==> config.mk <==
export PLATFORM = sky130hd
export DESIGN_NAME = priority_encoder
export DESIGN_NICKNAME = d
export VERILOG_FILES = /design/src/rtl/priority_encoder.sv
export SDC_FILE = /design/constraint.sdc
export NUM_CORES = 1
export LEC_CHECK = 0
export BUFFER_PORTS_ARGS = -buffer_cell sky130_fd_sc_hd__buf_2
export CELL_PAD_IN_SITES_DETAIL_PLACEMENT = 1
export CELL_PAD_IN_SITES_GLOBAL_PLACEMENT = 2
export CORE_MARGIN = 3
export CORE_UTILIZATION = 18
export CTS_CLUSTER_SIZE = 30
export DETAILED_ROUTE_END_ITERATION = 8
export GPL_ROUTABILITY_DRIVEN = 1
export PLACE_DENSITY_LB_ADDON = 0.3
export SETUP_SLACK_MARGIN = 0.5
export SLEW_MARGIN = 20
export SYNTH_ARGS = -nofsm -noshare
export SYNTH_HDL_FRONTEND = slang
export SYNTH_SLANG_ARGS = --single-unit
==> constraint.sdc <==
create_clock -name clk -period 4.1 [get_ports clk]
set_clock_uncertainty 0.15 [all_clocks]
set_input_delay 1.025 -clock clk [delete_from_list [all_inputs] [get_ports clk]]
set_output_delay 1.025 -clock clk [all_outputs]
set_load 0.05 [all_outputs]
==> src/rtl/priority_encoder.sv <==
// rtl/priority_encoder.sv - MSB-first priority encoder with registered result and change-detect pulse
module priority_encoder #(
    parameter int WIDTH = 4,
    parameter int YW    = $clog2(WIDTH)
) (
    input  logic             clk,
    input  logic             rst,
    input  logic             en,
    input  logic [WIDTH-1:0] I,
    output logic [YW-1:0]    Y,
    output logic             valid,
    output logic [WIDTH-1:0] grant,
    output logic [YW-1:0]    y_q,
    output logic             valid_q,
    output logic             changed
);

    logic [YW-1:0]    w_y;
    logic             w_valid;
    logic [WIDTH-1:0] w_grant;

    logic [YW-1:0]    r_y_q;
    logic             r_valid_q;
    logic             r_changed;

    // Ascending scan: a later (higher) set bit overrides any lower one.
    always_comb begin
        w_y     = '0;
        w_valid = 1'b0;
        for (int k = 0; k < WIDTH; k++) begin
            if (I[k]) begin
                w_y     = YW'(k);
                w_valid = 1'b1;
            end
        end
    end

    always_comb begin
        w_grant = '0;
        if (w_valid) begin
            w_grant = WIDTH'(1) << w_y;
        end
    end

    always_ff @(posedge clk) begin
        if (rst) begin
            r_y_q     <= '0;
            r_valid_q <= 1'b0;
            r_changed <= 1'b0;
        end else if (en) begin
            r_y_q     <= w_y;
            r_valid_q <= w_valid;
            r_changed <= ({w_y, w_valid} != {r_y_q, r_valid_q});
        end else begin
            r_changed <= 1'b0;
        end
    end

    assign Y       = w_y;
    assign valid   = w_valid;
    assign grant   = w_grant;
    assign y_q     = r_y_q;
    assign valid_q = r_valid_q;
    assign changed = r_changed;

endmodule

== Word-level counts from Yosys, hierarchy flattened ==
Cells that the tools add are included.
W data, S select, Z words.

* Flip-flop bits (word level): 4
* Input bits: 7
* Word-level logic and storage cells: 15

* Equality and inequality tests: 1
* Shifts and indexed selects: 1
* Mux-type cells: 8
* Bitwise logic cells: 1
* Reductions and logical operators: 1

{| class="wikitable"
|+ Operators by type and width
! operator !! count
|-
| $mux W1 || 5
|-
| $mux W2 || 2
|-
| $mux W4 || 1
|-
| $shl A1 B2 Y4 const A || 1
|-
| $ne A3 B3 Y1 || 1
|-
| $reduce_or A2 Y1 || 1
|-
| $not A1 Y1 || 1
|}

== Longest topological paths before layout ==
Gate-level depths: netlist of run 1.

* Depth in word-level cells: 5
* Depth in mapped cells: 5
* Depth with buffers taken out: 4

== Least setup slack after synthesis of run 1 ==
No wires, ideal clock.

* Path type: input to output
* Start point: input port I[2]
* End point: output port grant[0]
* Data arrival time: 2.659 ns
* Required time: 2.925 ns
* Path slack: 0.266 ns
* Cell stages on the path: 3
* Path through: or2_1 buf_2 nor3b_1

* Word-level cells in the longest chain between the ends: 4
* Elaborated cells on any way between the ends: 6
* Those cells by class: shift (1); mux (5)

{| class="wikitable"
|+ RTL lines
! element !! RTL line !! source
|-
| start: declaration || 9 || <nowiki>input logic [WIDTH-1:0] I,</nowiki>
|-
| $mux W2 (2 in a row) || 31 || <nowiki>if (I[k]) begin</nowiki>
|-
| via Y[1] || 10 || <nowiki>output logic [YW-1:0] Y,</nowiki>
|-
| $shl A1 B2 Y4 || 41 || <nowiki>w_grant = WIDTH'(1) << w_y;</nowiki>
|-
| $mux W4 || 40 || <nowiki>if (w_valid) begin</nowiki>
|-
| end: declaration || 12 || <nowiki>output logic [WIDTH-1:0] grant,</nowiki>
|}

The timed path passes the listed nets, and every way through them passes these cells.

== Worst setup path in the final report of run 1 ==
* Start point: input port I[2]
* End point: output port grant[0]

* Word-level cells in the longest chain between the ends: 4
* Elaborated cells on any way between the ends: 6
* Those cells by class: shift (1); mux (5)

{| class="wikitable"
|+ RTL lines
! element !! RTL line
|-
| $mux W2 (2 in a row) || 31
|-
| $shl A1 B2 Y4 || 41
|-
| $mux W4 * || 40
|}

Mark *: on every way between the ends. The rest lies on a longest branch, timed or not.

==> summary.txt, run 1 <==
Mapped Nets -> 37
layout cell share with drive strength beyond 1 -> 50.00%
Hold WS -> 0.3748 ns
DP Wirelength -> 646.4 um
Sw Pwr -> 0.00004946 W
area of the multi-input gates -> 135.1 um2
FILL cells -> 150
first-pass GRT wire length -> 1.200 mm
Iteration-0 DRC Markers -> 1
CP Cell Sequence -> buf_2, or2_1, nor3b_2, buf_2
Setup TNS -> 0 ns
Root Buffer Master -> clkbuf_4
Overall Global Routing Usage -> 8.879%
row count -> 12
Initial Util -> 20.57%
Yosys top cell by area -> dfxtp_1
EDFF count, synth -> 0
Synth Warn # -> 0
cell area after synthesis -> 244.0 um2
Worst Tran Pin Value -> 0.4047 ns
WS Path Type -> input port to primary output
clk buf depth -> 2
sequential share of power -> 33.0%
Reg clk slew, reported paths -> 0.03 ns
Setup violations, final -> 0
Storage cell area -> 80.08 um2
delay-heaviest family, CP -> simple AND/OR/NAND/NOR gates
leakage -> 0.1811 nW
Synth top cells by count -> inv_1, dfxtp_1, nor2_1
Synth-to-Final Area Change -> 47.18%
crit-path max FO -> 5
Syn Inst Count -> 30
PortBufs -> 17
diodes inserted -> 0
maximum vdd ir drop -> 192.8 uV
syn_area_per_cell -> 8.133 um2
Worst Path Arrival -> 1.90 ns
endpoint type of the worst setup path -> primary output
Die Wd -> 42.82 um
DR vias -> 265
vias in the first global route -> 261
Routability Congestion -> 0.7022
CTS tree -> yes
H-tree depth -> 1
CORE AREA -> 1186 um2
fin nets -> 57
min-delay worst type -> flop to flop
Worst path slowest cell -> or2_1
number of CTS-inserted buffers -> 3
hold_buf cts -> 0
drt pass-1 iters -> 2
Clock Latency Late Sink -> 0.23 ns
wire per inst -> 11.85 um
Req. time, crit path -> 2.92 ns
die area -> 1833 um2
RSZ-0062 raised after global routing -> no
ys async rst share -> 0%
Post-CTS Setup Bufs -> 0
fin. max-slew vios -> 0
Gate power share -> 31.7%
Via density -> 4.274
Synth Register Bits -> 4
CP peak stage delay -> 0.29 ns
Sw Share -> 36.49%
status -> completed
Netlist cell types -> 17
drt drc -> 0
Synth Flop Type -> dfxtp_1
Max Freq -> 0.3248 GHz
Rel. slew slack -> 72.80%
Critical Path Source Type -> input port
Critical Path Most Common Cell -> buf_2
Power Internal -> 0.00008609 W
total wire length -> 735 um
most common cell in the netlist -> inv_1
clock power share -> 35.4%
I/O Pins -> 18
fin crit period -> 3.079 ns
max_cap viols -> 0
Routed Antenna Nets -> 0
Power Dens Cells -> 377.5 nW/um2
post-CTS resize count -> 0
final period utilization -> 75.09%
CP bufs+invs -> 2
post-synth top area share -> 32.82%
largest net degree at the start of global routing -> 7
die height -> 42.82 um
antenna violations before repair -> 0
grt total ovfl -> 0
clk sinks -> 4
synth top area cells -> dfxtp_1, inv_1, a211oi_1
Hold Violations, Final -> 0
sequential area share after synthesis -> 32.82%
==> flip-flops by register name (all words and copies together) (netlist names) <==
name     count
changed      1
valid_q      1
y_q          2
==> placed cells by master (no fill, tap or decap), drive strengths merged, types with 2 or more instances in the layout <==
cell type and count:
a211oi 2, a21oi 2, buf 17, clkbuf 3
dfxtp 4, inv 5, nor2 4, nor3b 2
==> metal layers <==
layer / global-route usage [%] / share of wire (%) / vias up
li1: - / - / 136
met1: 9.524 / 41 / 119
met2: 13.77 / 49 / 10
met3: 6.780 / 10 / 0
met4: 1.863 / 0 / 0
met5: 0 / 0 / -
==> worst min-delay path, cell delays in order, from the launching register on <==
cell	delay [ns]
dfxtp_1	0.32
nor2_1	0.09
a211oi_1	0.06
==> power groups by stage <==
| stage | combinational (W) | sequential [W] | clock (W) |
|---|---|---|---|
| floorplan | 0.0000213 | 0.0000547 | 0 |
| global placement | 0.0000428 | 0.0000453 | 0 |
| detailed placement | 0.0000434 | 0.0000453 | 0 |
| CTS | 0.0000435 | 0.0000447 | 0.0000504 |
| global route | 0.0000460 | 0.0000451 | 0.0000542 |
| finish | 0.0000429 | 0.0000447 | 0.0000479 |
==> final timing paths <==
kind                                        endpoint  depth (start not counted)  slack [ns]            startpoint
worst max-delay path                        grant[0]                          4        1.02                  I[2]
worst min-delay path            valid_q$_SDFFE_PP0P_                          2        0.37  valid_q$_SDFFE_PP0P_
worst max register to register    changed$_SDFF_PP0_                          4        2.83   y_q[0]$_SDFFE_PP0P_
worst min register to register  valid_q$_SDFFE_PP0P_                          2        0.37  valid_q$_SDFFE_PP0P_
==> per-stage QoR <==
stage	std cells	worst slack [ns]	util, %	cell area, um2	total power (W)
finish	62	1.021	30.27	359.1	0.0001356
detailed placement	59	1.017	28.38	336.6	0.00008866
floorplan	30	0.7593	-	249.0	0.00007602
global route	62	0.9821	30.27	359.1	0.0001452
global placement	59	1.025	28.38	336.6	0.00008812
CTS	62	1.013	30.27	359.1	0.0001387
==> kinds of logic (layout without fill, tap and decap cells) <==
kind of cell              after synthesis  in the layout  share of synthesized area, %
buffers and inverters                   7             25                         13.85
DFF                                     4              4                         32.82
AOI/OAI and AO/OA                       5              5                         12.82
xor gates and xnor gates                2              2                         7.181
and+or+nand+nor                        11             11                         29.23
muxes                                   1              1                         4.103
==> layout make-up <==
class / count / share of cell area (%)
inverter: 5 / 5.226
sequential: 4 / 22.30
multi-input combinational: 19 / 37.63
clock buffer: 3 / 6.272
tap: 14 / 4.878
timing repair buffer: 17 / 23.69
Note: power is estimated with default switching activity, not from simulation.
==> run 2, diff against run 1 <==
ABC_AREA = 1   (was unset)
CORE_UTILIZATION = 14   (was 18)
clock period = 2.8 ns   (was 4.1 ns; I/O delays follow)
==> run 2 against run 1 <==
Compared with the run above:
- sequential power grew 44%
- count of clock-buffer cells in the layout is the same
- critical endpoint is now valid
- design area grew 22%
- area after synthesis grew 4.1%
- first-iteration DRC count is the same
- worst hold slack gained 0.048 ns
- critical path depth grew 1
- global-route usage shrank 1.4 points
==> summary.txt, run 2 <==
status -> completed (unchanged)
die area -> 2361 um2 (was 1833 um2)
Rel. slew slack -> 83.27% (was 72.80%)
Power Dens Cells -> 479.8 nW/um2 (was 377.5 nW/um2)
first-pass GRT wire length -> 1.304 mm (was 1.200 mm)
Max Freq -> 0.4456 GHz
Netlist cell types -> 13 (was 17)
WS Path Type -> input port to primary output (unchanged)
Routed Antenna Nets -> 0 (unchanged)
grt total ovfl -> 0 (unchanged)
Hold Violations, Final -> 0 (unchanged)
dpl cells -> 83 (was 59)
min-delay worst type -> flop to flop (unchanged)
Non-Filler Instances -> 88 (was 62)
number of CTS-inserted buffers -> 3 (unchanged)
Worst Tran Pin Value -> 0.2526 ns (was 0.4047 ns)
Hold WS -> 0.4228 ns (was 0.3748 ns)
max_cap viols -> 0 (unchanged)
layout cell share with drive strength beyond 1 -> 48.44% (was 50.00%)
worst setup path start -> I[3] (was I[2])
clk buf depth -> 2 (unchanged)
drt drc -> 0 (unchanged)
clk sinks -> 4 (unchanged)
sequential area share after synthesis -> 31.53% (was 32.82%)
CP Depth -> 5 (was 4)
diodes inserted -> 0 (unchanged)
Overall Global Routing Usage -> 7.445% (was 8.879%)
Critical Path Most Common Cell -> buf_2 (unchanged)
Reg-to-Reg End -> changed$_SDFF_PP0_ (unchanged)
row count -> 14 (was 12)
Mapped Nets -> 50 (was 37)
EDFF count, synth -> 0 (unchanged)
Synth-to-Final Area Change -> 72.41% (was 47.18%)
cell area after synthesis -> 254.0 um2 (was 244.0 um2)
CP peak stage delay -> 0.22 ns (was 0.29 ns)
leakage -> 0.2488 nW (was 0.1811 nW)
Worst path slowest cell -> buf_2 (was or2_1)
Yosys top cell by area -> dfxtp_1 (unchanged)
Die Wd -> 48.60 um (was 42.82 um)
CTS tree -> yes (unchanged)
delay-heaviest family, CP -> buffers and inverters (was simple AND/OR/NAND/NOR gates)
fin crit period -> 2.244 ns
Iteration-0 DRC Markers -> 1 (unchanged)
ys async rst share -> 0% (unchanged)
commonest non-fill, non-tap cell in the layout -> buf_2 (unchanged)
H-tree depth -> 1 (unchanged)
Initial Util -> 15.76% (was 20.57%)
Worst Path Arrival -> 1.39 ns (was 1.90 ns)
CP Cell Sequence -> buf_2, nor2_4, buf_4, nand2_2, buf_2 (was buf_2, or2_1, nor3b_2, buf_2)
Synth top cells by count -> inv_1, nand2_1, nand3_1, dfxtp_1 (was inv_1, dfxtp_1, nor2_1)
syn_area_per_cell -> 5.907 um2 (was 8.133 um2)
Setup violations, final -> 0 (unchanged)
Synth Register Bits -> 4 (unchanged)
Reg clk slew, reported paths -> 0.03 ns (about the same)
Worst Setup EP -> valid (was grant[0])
fin nets -> 73 (was 57)
flop2flop setup slack -> 1.84 ns (was 2.83 ns)
wire per inst -> 8.955 um (was 11.85 um)
post-synth top area share -> 31.53% (was 32.82%)
most common cell in the netlist -> inv_1 (unchanged)
maximum vdd ir drop -> 167.6 uV (was 192.8 uV)
worst reg2reg startpoint -> y_q[1]$_SDFFE_PP0P_ (was y_q[0]$_SDFFE_PP0P_)
crit-path max FO -> 3 (was 5)
Syn Inst Count -> 43 (was 30)
Root Buffer Master -> clkbuf_4 (unchanged)
antenna violations before repair -> 0 (unchanged)
total wire length -> 788 um (was 735 um)
Setup TNS -> 0 ns (unchanged)
Synth Flop Type -> dfxtp_1 (unchanged)
Synth Warn # -> 0 (unchanged)
PortBufs -> 17 (unchanged)
Req. time, crit path -> 1.95 ns (was 2.92 ns)
Routability Congestion -> 0.6434 (was 0.7022)
synth top area cells -> dfxtp_1, inv_1, nand2_1 (was dfxtp_1, inv_1, a211oi_1)
drt pass-1 iters -> 4 (was 2)
Clock Latency Late Sink -> 0.23 ns (about the same)
most frequent cells in the layout -> buf_2, inv_1, nand2_1, nand3_1, dfxtp_1 (was buf_2, inv_1, nor2_1, dfxtp_1, clkbuf_4)
DP Wirelength -> 659.4 um (was 646.4 um)
power after layout -> 0.0002101 W (was 0.0001356 W)
reg2reg path depth -> 5 (was 4)
CORE AREA -> 1612 um2 (was 1186 um2)
die height -> 48.60 um (was 42.82 um)
max reg flops -> 2 (unchanged)
Via density -> 3.807 (was 4.274)
vias in the first global route -> 328 (was 261)
RSZ-0062 raised after global routing -> no (unchanged)
CP bufs+invs -> 3 (was 2)
fin. max-slew vios -> 0 (unchanged)
endpoint type of the worst setup path -> primary output (unchanged)
final period utilization -> 80.15%
DR vias -> 335 (was 265)
largest net degree at the start of global routing -> 5 (was 7)
Critical Path Source Type -> input port (unchanged)
I/O Pins -> 18 (unchanged)
==> run 2: cell type report <==
class	count	area, um2
tap	24	30.03
fill	220	1174
clock buffer	3	22.52
timing repair buffer	19	106.4
sequential	4	80.08
inverter	12	50.05
multi-input combinational	26	148.9
==> run 2: logic make-up after synthesis <==
| logic type | share of synthesized area, % |
|---|---|
| AO/OA/AOI/OAI | 11.82 |
| buffers and inverters | 19.21 |
| flip-flops | 31.53 |
| AND/OR/NAND/NOR | 37.44 |
==> run 2: stage by stage <==
step | cell area (um2) | setup WS [ns] | util, %
global placement | 391.6 | 0.4429 | 24.30
global route | 437.9 | 0.5092 | 27.17
floorplan | 280.3 | 0.4877 | -
detailed placement | 391.6 | 0.4214 | 24.30
finish | 437.9 | 0.5557 | 27.17
CTS | 431.7 | 0.5290 | 26.79
==> run 2: power by group <==
part           internal (W)  switching, W
Sequential        0.0000616    0.00000281
Combinational     0.0000203     0.0000549
Clock             0.0000479     0.0000226
Total              0.000130     0.0000804
==> run 2: worst min-delay path, cell delays in order (launching register included) <==
cell,delay [ns]
dfxtp_1,0.32
o21ai_0,0.16
a21oi_1,0.04
==> run 2: repair_timing <==
action,CTS,global route
setup endpoints to repair,1,1
setup buffers,2,0
pin swaps,1,0
resized for setup,1,2
hold buffers,0,0
==> run 2: how the worst min path moves through the flow <==
stage,to,cells past startpoint,from
2_1_floorplan,y_q[1]$_SDFFE_PP0P_,2,y_q[1]$_SDFFE_PP0P_
3_3_place_gp,y_q[0]$_SDFFE_PP0P_,4,y_q[0]$_SDFFE_PP0P_
3_5_place_dp,y_q[1]$_SDFFE_PP0P_,2,y_q[1]$_SDFFE_PP0P_
4_1_cts,y_q[1]$_SDFFE_PP0P_,2,y_q[1]$_SDFFE_PP0P_
5_1_grt,y_q[0]$_SDFFE_PP0P_,4,y_q[0]$_SDFFE_PP0P_
6_report,y_q[1]$_SDFFE_PP0P_,2,y_q[1]$_SDFFE_PP0P_
==> run 2: layer usage <==
layer / vias to the layer above / global-route usage [%] / wire length [um]
met5: - / 0 / 0
met4: 0 / 5.687 / 9
met3: 2 / 4.908 / 77
met2: 13 / 10.32 / 370
met1: 148 / 7.919 / 331
li1: 172 / - / -
==> run 3, diff against run 2 <==
clock period = 1.83 ns   (was 2.8 ns; I/O delays follow)
==> run 3 against run 2 <==
Compared with the run above:
- non-clock buffer count is 11 higher
- largest power group unchanged
- sequential cell count stayed put
- combinational power rose to 2.5 times the previous value
- worst setup slack got worse by 0.43 ns
- final cell count rose by 13%
- worst hold slack worse by 0.13 ns
- count of clock-buffer cells in the layout is the same
- die area is the same
==> summary.txt, run 3 (synthesis results as in run 2) <==
status -> completed (unchanged)
final period utilization -> 93.36%
power after layout -> 0.0003994 W (was 0.0002101 W)
worst setup path start -> I[2] (was I[3])
drt pass-1 iters -> 2 (was 4)
fin. max-slew vios -> 0 (unchanged)
hold worst-path end -> y_q[1]$_SDFFE_PP0P_ (unchanged)
min-delay worst type -> input port to flop (was flop to flop)
RSZ-0062 raised after global routing -> yes (was no)
clk sinks -> 4 (unchanged)
Setup violations, final -> 0 (unchanged)
Die Wd -> 48.60 um (unchanged)
worst reg2reg startpoint -> y_q[1]$_SDFFE_PP0P_ (unchanged)
die height -> 48.60 um (unchanged)
most frequent cells in the layout -> buf_4, inv_1, buf_8, buf_6 (was buf_2, inv_1, nand2_1, nand3_1, dfxtp_1)
HP Start -> en (was y_q[1]$_SDFFE_PP0P_)
Reg-to-Reg End -> changed$_SDFF_PP0_ (unchanged)
Initial Util -> 15.76% (unchanged)
Hold Path Depth -> 2 (unchanged)
first-pass GRT wire length -> 1.759 mm (was 1.304 mm)
row count -> 14 (unchanged)
endpoint type of the worst setup path -> primary output (unchanged)
flop2flop setup slack -> 0.69 ns (was 1.84 ns)
PortBufs -> 17 (unchanged)
CTS tree -> yes (unchanged)
Root Buffer Master -> clkbuf_4 (unchanged)
Worst Tran Pin Value -> 0.1729 ns (was 0.2526 ns)
commonest non-fill, non-tap cell in the layout -> buf_4 (was buf_2)
drt drc -> 0 (unchanged)
Setup TNS -> 0 ns (unchanged)
Via density -> 3.899 (was 3.807)
DP Wirelength -> 713.3 um (was 659.4 um)
layout cell share with drive strength beyond 1 -> 65.33% (was 48.44%)
CORE AREA -> 1612 um2 (unchanged)
Routed Antenna Nets -> 0 (unchanged)
wire per inst -> 9.818 um (was 8.955 um)
max_cap viols -> 0 (unchanged)
max reg flops -> 2 (unchanged)
reg2reg path depth -> 6 (was 5)
antenna violations before repair -> 0 (unchanged)
Reg clk slew, reported paths -> 0.04 ns (was 0.03 ns)
maximum vdd ir drop -> 271.8 uV (was 167.6 uV)
Max Freq -> 0.5853 GHz
Power Dens Cells -> 558.1 nW/um2 (was 479.8 nW/um2)
post-route cell area -> 715.7 um2 (was 437.9 um2)
crit-path max FO -> 3 (unchanged)
Layout Utilization -> 44.41% (was 27.17%)
Routability Congestion -> 0.6776 (was 0.6434)
vias in the first global route -> 420 (was 328)
Worst Path Arrival -> 1.10 ns (was 1.39 ns)
number of CTS-inserted buffers -> 3 (unchanged)
I/O Pins -> 18 (unchanged)
DR vias -> 386 (was 335)
Critical Path Source Type -> input port (unchanged)
placed inst area -> 449.2 um2 (was 391.6 um2)
Hold Violations, Final -> 0 (unchanged)
largest net degree at the start of global routing -> 5 (unchanged)
fin crit period -> 1.709 ns
fin nets -> 84 (was 73)
Synth-to-Final Area Change -> 181.8% (was 72.41%)
hold_buf cts -> 0 (unchanged)
Req. time, crit path -> 1.22 ns (was 1.95 ns)
diodes inserted -> 0 (unchanged)
Rel. slew slack -> 88.45% (was 83.27%)
leakage -> 0.3629 nW (was 0.2488 nW)
Clock Latency Late Sink -> 0.24 ns (was 0.23 ns)
clk buf depth -> 2 (unchanged)
die area -> 2361 um2 (unchanged)
Hold WS -> 0.2898 ns (was 0.4228 ns)
Overall Global Routing Usage -> 9.981% (was 7.445%)
H-tree depth -> 1 (unchanged)
Iteration-0 DRC Markers -> 4 (was 1)
WS Path Type -> input port to primary output (unchanged)
total wire length -> 972 um (was 788 um)
grt total ovfl -> 0 (unchanged)
## run 3: changes by cell type in the layout (fill, tap and decap cells not counted), sizes merged
cell / change
clkinvlp: +1
buf: +11
inv: -1
## run 3: report_power, final
part	internal (W)	switching (W)	leakage, nW	total, W
clock	0.0000734	0.0000369	0.0138	0.000110
combinational	0.0000863	0.000102	0.315	0.000189
sequential	0.0000956	0.00000495	0.0344	0.000101
total	0.000255	0.000144	0.363	0.000399
## run 3: critical path, stage by stage
cell and delay (ns):
buf_8 0.11, nor2_4 0.15, inv_6 0.05, nor3_4 0.16
buf_6 0.18
## run 3: routing by layer
layer,vias up,track usage [%],share of wire (%)
li1,195,-,-
met1,174,10.04,42
met2,13,16.51,50
met3,4,3.374,4.9
met4,0,8.531,3.2
met5,-,0,0
## run 3: how the worst max path moves through the flow
stage	to	depth (start not counted)
6_report	grant[0]	5
5_1_grt	grant[0]	5
4_1_cts	grant[0]	5
3_5_place_dp	grant[0]	5
3_3_place_gp	grant[0]	5
2_1_floorplan	grant[0]	3
## run 3: stage by stage
step | setup slack [ns] | cells
global route | 0.08159 | 99
finish | 0.1215 | 99
global placement | -0.01894 | 86
CTS | 0.1045 | 96
floorplan | 0.002728 | 43
detailed placement | -0.03105 | 86
## run 3: cell type report
type | instances | area [um2]
Fill cell | 201 | 895.9
Sequential cell | 4 | 85.08
Inverter | 12 | 68.82
Multi-Input combinational cell | 26 | 180.2
Timing Repair Buffer | 30 | 329.1
Tap cell | 24 | 30.03
Clock buffer | 3 | 22.52
## run 3: what timing repair did
action,CTS,global route
setup buffers,7,3
setup endpoints to repair,11,11
endpoints found under the hold margin,0,0
cloned,0,0
resized for setup,46,7
pin swaps,5,4
